### src/rtl/alu_seq.sv
// Sequential ALU with a ready/valid request port and a registered result port.
// Single-cycle operations pass through a one-cycle HOLD state that writes the
// result. MUL runs an iterative shift-add over one bit of b per cycle before
// doing the same. A produced result waits in IDLE with out_valid=1 until the
// consumer takes it. A new request can be accepted in that same cycle.
module alu_seq #(
  parameter int WIDTH = 16
) (
  input  logic             clk,
  input  logic             rst_n,
  input  logic             in_valid,
  output logic             in_ready,
  input  logic [7:0]       op,
  input  logic [WIDTH-1:0] a,
  input  logic [WIDTH-1:0] b,
  input  logic             cin,
  output logic             out_valid,
  input  logic             out_ready,
  output logic [WIDTH-1:0] result,
  output logic [4:0]       flags
);

  localparam logic [7:0] OP_AND  = 8'h01;
  localparam logic [7:0] OP_OR   = 8'h02;
  localparam logic [7:0] OP_XOR  = 8'h03;
  localparam logic [7:0] OP_ADD  = 8'h05;
  localparam logic [7:0] OP_ADDC = 8'h07;
  localparam logic [7:0] OP_SUB  = 8'h09;
  localparam logic [7:0] OP_CMP  = 8'h0B;
  localparam logic [7:0] OP_MUL  = 8'h0E;
  localparam logic [7:0] OP_LSH  = 8'h84;
  localparam logic [7:0] OP_ASHU = 8'h86;

  // Flag bit positions
  localparam int FC = 0;
  localparam int FL = 1;
  localparam int FF = 2;
  localparam int FZ = 3;
  localparam int FN = 4;

  localparam int                CW      = $clog2(WIDTH);
  localparam logic [WIDTH-1:0]  C_WIDTH = WIDTH'(WIDTH);
  localparam logic [CW-1:0]     C_LAST  = CW'(WIDTH - 1);

  typedef enum logic [1:0] {S_IDLE, S_MUL, S_HOLD} state_t;

  state_t             r_state;
  logic [7:0]         r_op;
  logic [WIDTH-1:0]   r_a;
  logic [WIDTH-1:0]   r_b;
  logic               r_cin;
  logic [2*WIDTH-1:0] r_prod;
  logic [CW-1:0]      r_cnt;
  logic               r_out_valid;
  logic [WIDTH-1:0]   r_result;
  logic [4:0]         r_flags;

  logic               w_accept;
  logic [WIDTH:0]     w_mul_sum;
  logic [WIDTH:0]     w_sum;
  logic [WIDTH-1:0]   w_neg;
  logic               w_zchk;
  logic [WIDTH-1:0]   w_res;
  logic [4:0]         w_flags;

  assign in_ready  = (r_state == S_IDLE) && (!r_out_valid || out_ready);
  assign w_accept  = in_valid && in_ready;
  assign out_valid = r_out_valid;
  assign result    = r_result;
  assign flags     = r_flags;

  // One shift-add step: add the multiplicand into the upper half when the
  // current multiplier bit (LSB of the product register) is set.
  assign w_mul_sum = {1'b0, r_prod[2*WIDTH-1:WIDTH]}
                   + (r_prod[0] ? {1'b0, r_a} : {(WIDTH+1){1'b0}});

  // Result and flags for the captured operation, consumed in HOLD.
  always_comb begin
    // NOTE: every output of this block gets a default first so no path can
    // leave one unassigned and infer a latch.
    w_res   = '0;
    w_flags = '0;
    w_sum   = '0;
    w_neg   = '0;
    w_zchk  = 1'b0;
    case (r_op)
      OP_AND: begin w_res = r_a & r_b; w_zchk = 1'b1; end
      OP_OR:  begin w_res = r_a | r_b; w_zchk = 1'b1; end
      OP_XOR: begin w_res = r_a ^ r_b; w_zchk = 1'b1; end
      OP_ADD, OP_ADDC: begin
        w_sum = {1'b0, r_a} + {1'b0, r_b}
              + ((r_op == OP_ADDC) ? {{WIDTH{1'b0}}, r_cin} : {(WIDTH+1){1'b0}});
        w_res       = w_sum[WIDTH-1:0];
        w_flags[FC] = w_sum[WIDTH];
        w_flags[FF] = (r_a[WIDTH-1] == r_b[WIDTH-1]) && (w_res[WIDTH-1] != r_a[WIDTH-1]);
        w_zchk      = 1'b1;
      end
      OP_SUB: begin
        // Two's-complement subtract: carry-out is the inverse of borrow.
        w_sum       = {1'b0, r_a} + {1'b0, ~r_b} + {{WIDTH{1'b0}}, 1'b1};
        w_res       = w_sum[WIDTH-1:0];
        w_flags[FC] = w_sum[WIDTH];
        w_flags[FF] = (r_a[WIDTH-1] != r_b[WIDTH-1]) && (w_res[WIDTH-1] != r_a[WIDTH-1]);
        w_zchk      = 1'b1;
      end
      OP_CMP: begin
        w_flags[FZ] = (r_a == r_b);
        w_flags[FL] = (r_b < r_a);
        w_flags[FN] = ($signed(r_b) < $signed(r_a));
      end
      OP_LSH: begin
        w_res  = (r_b >= C_WIDTH) ? '0 : (r_a << r_b);
        w_zchk = 1'b1;
      end
      OP_ASHU: begin
        if (!r_b[WIDTH-1]) begin
          w_res = (r_b >= C_WIDTH) ? '0 : (r_a << r_b);
        end else begin
          // Negative count: shift right arithmetically by its magnitude.
          w_neg = -r_b;
          w_res = (w_neg >= C_WIDTH) ? {WIDTH{r_a[WIDTH-1]}}
                                     : WIDTH'($signed(r_a) >>> w_neg);
        end
        w_zchk = 1'b1;
      end
      OP_MUL: begin
        w_res       = r_prod[WIDTH-1:0];
        w_flags[FC] = |r_prod[2*WIDTH-1:WIDTH];
      end
      default: ;
    endcase
    if (w_zchk) w_flags[FZ] = ~|w_res;
  end

  // Control FSM with operand capture, multiplier iteration and result register.
  always_ff @(posedge clk or negedge rst_n) begin
    if (!rst_n) begin
      r_state     <= S_IDLE;
      r_op        <= '0;
      r_a         <= '0;
      r_b         <= '0;
      r_cin       <= 1'b0;
      r_prod      <= '0;
      r_cnt       <= '0;
      r_out_valid <= 1'b0;
      r_result    <= '0;
      r_flags     <= '0;
    end else begin
      // NOTE: non-blocking assignments so every register samples pre-edge
      // values, independent of statement order.
      case (r_state)
        S_IDLE: begin
          if (w_accept) begin
            r_op        <= op;
            r_a         <= a;
            r_b         <= b;
            r_cin       <= cin;
            r_prod      <= {{WIDTH{1'b0}}, b};
            r_cnt       <= '0;
            r_out_valid <= 1'b0;
            r_state     <= (op == OP_MUL) ? S_MUL : S_HOLD;
          end else if (r_out_valid && out_ready) begin
            r_out_valid <= 1'b0;
          end
        end
        S_MUL: begin
          r_prod <= {w_mul_sum, r_prod[WIDTH-1:1]};
          r_cnt  <= r_cnt + 1'b1;
          if (r_cnt == C_LAST) r_state <= S_HOLD;
        end
        S_HOLD: begin
          r_result    <= w_res;
          r_flags     <= w_flags;
          r_out_valid <= 1'b1;
          r_state     <= S_IDLE;
        end
        default: r_state <= S_IDLE;
      endcase
    end
  end

endmodule

### config.mk
export PLATFORM = sky130hd
export DESIGN_NAME = alu_seq
export DESIGN_NICKNAME = d
export VERILOG_FILES = /design/src/rtl/alu_seq.sv
export SDC_FILE = /design/constraint.sdc
export NUM_CORES = 1
export LEC_CHECK = 0
export BUFFER_PORTS_ARGS = -buffer_cell sky130_fd_sc_hd__buf_2
export CAP_MARGIN = 0
export CORE_UTILIZATION = 55
export DETAILED_ROUTE_END_ITERATION = 8
export PLACE_DENSITY = 0.79
export REMOVE_ABC_BUFFERS = 1
export SLEW_MARGIN = 15
export SYNTH_ARGS = -nofsm -noshare
export SYNTH_HDL_FRONTEND = slang
export SYNTH_SLANG_ARGS = --single-unit
### constraint.sdc
create_clock -name clk -period 4.1 [get_ports clk]
set_input_delay 0.615 -clock clk [delete_from_list [all_inputs] [get_ports clk]]
set_output_delay 0.615 -clock clk [all_outputs]
set_load 0.05 [all_outputs]
==> impl_metrics.toml <==
[sta]
skew_ns = 0.0109
worstMarginPinSlew_ns = 1.00
rsz0062_at_grt = "true"
hold_violations = 0
fmax_mhz = 252
whs_ns = 0.393
setup_viol = 0
slew_violations = 0
tns_ns = 0
period_needed_ns = 3.97
slew_headroom_pct = 33.2
fin_crit_sh_pct = 96.8

[outcome]
outcome = "completed"

[die]
start_util_pct = 56.5
io_pins = 68
rows = 48
die_area_um2 = 18400
die_h_um = 136
fp.dieW_um = 136
coreArea_um2 = 17400

[critical_path]
critPathLaunchType = "register"
r2r_cells = 17
worstSetupStartpoint = "r_op[5]"
crit_slowest_cell = "dfrtp_1"
worstPathRequired_ns = 4.38
cp-endpoint = "flags[3]"
crit_path_end_kind = "register"
critical_path_class = "reg2reg"
r2r-start = "r_op[5]"
worstReg2RegEnd = "flags[3]"
cp_cell_sequence = "nor4_4 -> and3_4 -> nand3_4 -> fa_2 -> fa_2 -> nor2b_4 -> buf_4 -> o2111ai_1 -> and3_4 -> o31a_1 -> xnor2_1 -> a211oi_2 -> buf_4 -> o211ai_1 -> nor4_2 -> nand4_1 -> o211ai_2"
critical_path.max_fanout = 3
arrival_ns = 4.25
cp_slowest_stage_delay_ns = 0.42
worst-r2r-setup-slack_ns = 0.13

[clock_network]
clk_path_buf_depth = 2
cts_hold_buf = 0
cts.sinks = 101
cts_tree = "built"
clk_latency_ns = 0.37
clk_pin_slew_worst_paths_ns = 0.08
h-tree-depth = 3
cts-root-buf = "clkbuf_16"
numCtsBuffers = 9

[route]
vias = 10200
wl_um = 36700
dr.first_iter.drc_count = 1115
routed_via_density = 6.66
drt_pass1_iterations = 5
final_antenna_net_count = 0
wl_per_cell_um = 23.9
drc = 0

[placed_design]
port_buffers = 67
placed_area_um2 = 10700
hpwl_um = 27900
placedCellCount = 1517
place.gp.congestion = 1.00

[global_routing]
antenna_found_initial = 2
grt_pass1_vias = 9367
grt_max_degree = 83
grt_usage_pct = 40.5
grt_first_pass_wirelength_um = 55300
overflow = 0

[power]
p_sw_share_pct = 48.7
pwr_density_cell_nw_per_um2 = 507
switchingPower_mw = 2.74
comb_power_share_pct = 59.3
p_int_mw = 2.88
p_clk_share_pct = 16.6
vdd.ir_drop.worst_mv = 0.299
power_leakage_nw = 5.06
finalPower_mw = 5.62
seq_power_share_pct = 24.1

[finish]
final_cells = 1533
drive_above_1_share_pct = 18.2
fin_area_um2 = 11100
num_antenna_cells = 0
nNetsFinal = 1436
area_growth_pct = 13.0
nFillCells = 1511
multi_input_area_um2 = 6750
seq_area_um2 = 2530

[synthesis]
yosysTopAreaCellShare_pct = 25.8
ys_seq_elements = 101
synthAdderAreaFrac_pct = 11.4
syn_area_um2 = 9810
ys_async_sr_fraction_pct = 100
synthXorXnorAreaFrac_pct = 2.14
synthSimpleGateAreaFrac_pct = 21.6
netlist_instances = 1214
synth_top_family_by_area = "compound AO/OA/AOI/OAI gates"
synth_compound_area_share_pct = 25.0
synth_edf_count = 0
synth-main-ff-cell = "dfrtp_1"
yosys-top-cells-area = "dfrtp_1, ha_1, nand2_1"
ys_types = 95
ys_warn_count = 0
synth_area_leader_cell = "dfrtp_1"
syn_avg_cell_area_um2 = 8.08
ys_seq_area_share_pct = 25.8
synth.mux.area_fraction_pct = 7.82

[run]
max_cap_viol_count = 0

[hold_path]
hold_class = "in2async"
-- layer usage --
metal,track usage [%],share of wire (%),up-vias
met5,0,0,-
met2,61.3,44,542
met3,7.52,9.7,85
met1,56.8,43,4987
met4,16.0,3.7,0
li1,-,-,4598
-- power by group through the flow --
stage	logic [mW]	registers (mW)	clock network, mW
floorplan	1.88	1.43	0
global placement	3.16	1.35	0
detailed placement	3.18	1.36	0
CTS	3.20	1.34	0.937
global route	3.56	1.37	0.966
finish	3.34	1.35	0.934
-- flip-flops by register name, summed over array words and instances, names as in the netlist --
signal / cells
r_op: 8
result: 16
r_prod: 32
r_a: 16
out_valid: 1
r_cnt: 4
flags: 5
r_b: 16
r_state: 2
r_cin: 1
-- kinds of logic after synthesis --
logic type                 Yosys count
buffers and inverters              137
DFF                                101
xor gates and xnor gates            24
and+or+nand+nor                    438
adders and majority gates           87
muxes                               52
AOI/OAI and AO/OA                  375
-- worst min-delay path by stage --
stage	from	to	slack (ns)	depth (start not counted)
floorplan	rst_n	flags[0]	0.32	0
global route	cin	r_cin	0.45	3
finish	rst_n	r_prod[21]	0.39	1
global placement	result[10]	result[10]	0.46	1
CTS	op[4]	r_op[4]	0.44	3
detailed placement	result[7]	result[7]	0.47	2
-- layout by cell type, fill, tap and decap left out, drive strengths merged, types with 10 or more instances in the layout --
master / count
nand2b: 10
nor2: 76
inv: 62
a211oi: 13
nand4: 15
nand3: 33
buf: 154
o21ai: 127
ha: 83
nor4: 13
a22oi: 16
a21o: 11
mux2i: 29
nand2: 178
o21bai: 11
a31oi: 24
mux4: 19
nor3: 32
and2: 25
a21oi: 68
xnor2: 17
and3: 13
dfrtp: 101
-- per-stage QoR --
stage | worst slack, ns | util [%]
global placement | -0.0255 | 61.6
global route | -0.0700 | 63.9
floorplan | -0.821 | -
CTS | 0.00244 | 63.5
detailed placement | -0.182 | 61.6
finish | 0.133 | 63.9
-- Yosys cell counts, drive strengths merged (4+ instances only) --
library cell	instances
or2	6
nor4	13
and3	13
mux2i	29
o22ai	8
nand2	178
o21a	4
xor2	7
mux4	19
fa	4
a21oi	68
o31ai	9
a31oi	24
buf	14
a211o	9
a221oi	7
xnor2	17
a211oi	13
ha	83
mux2	4
nor2b	9
dfrtp	101
o221ai	8
nand4	15
or3	8
o21bai	11
a311oi	4
clkbuf	59
inv	60
o21ai	127
nor3	32
nand2b	10
o2111ai	4
o211a	8
o211ai	5
nor2	76
a21o	11
a22oi	16
o311a	4
nand3	33
and2	25
-- worst max-delay path: cells and delay by family, from the launching register on --
kind            cells  cell delay (ns)
simple gates        7             1.43
compound gates      5             0.85
fa+ha+maj           2             0.80
flops               1             0.42
buf+inv             2             0.26
xor+xnor            1             0.14
-- what timing repair did --
item                                    4_1_cts  5_1_grt
resized for setup                             4       13
setup buffers                                 0        1
endpoints found under the setup margin        1        1
pin swaps                                     1        9
-- cell type report --
class,count,share of cell area [%]
Multi-Input combinational cell,976,60.9
Timing Repair Buffer,154,8.94
Inverter,62,2.10
Clock inverter,6,0.745
Sequential cell,101,22.8
Tap cell,225,2.54
Clock buffer,9,2.03
Note: power is estimated with default switching activity, not from simulation.
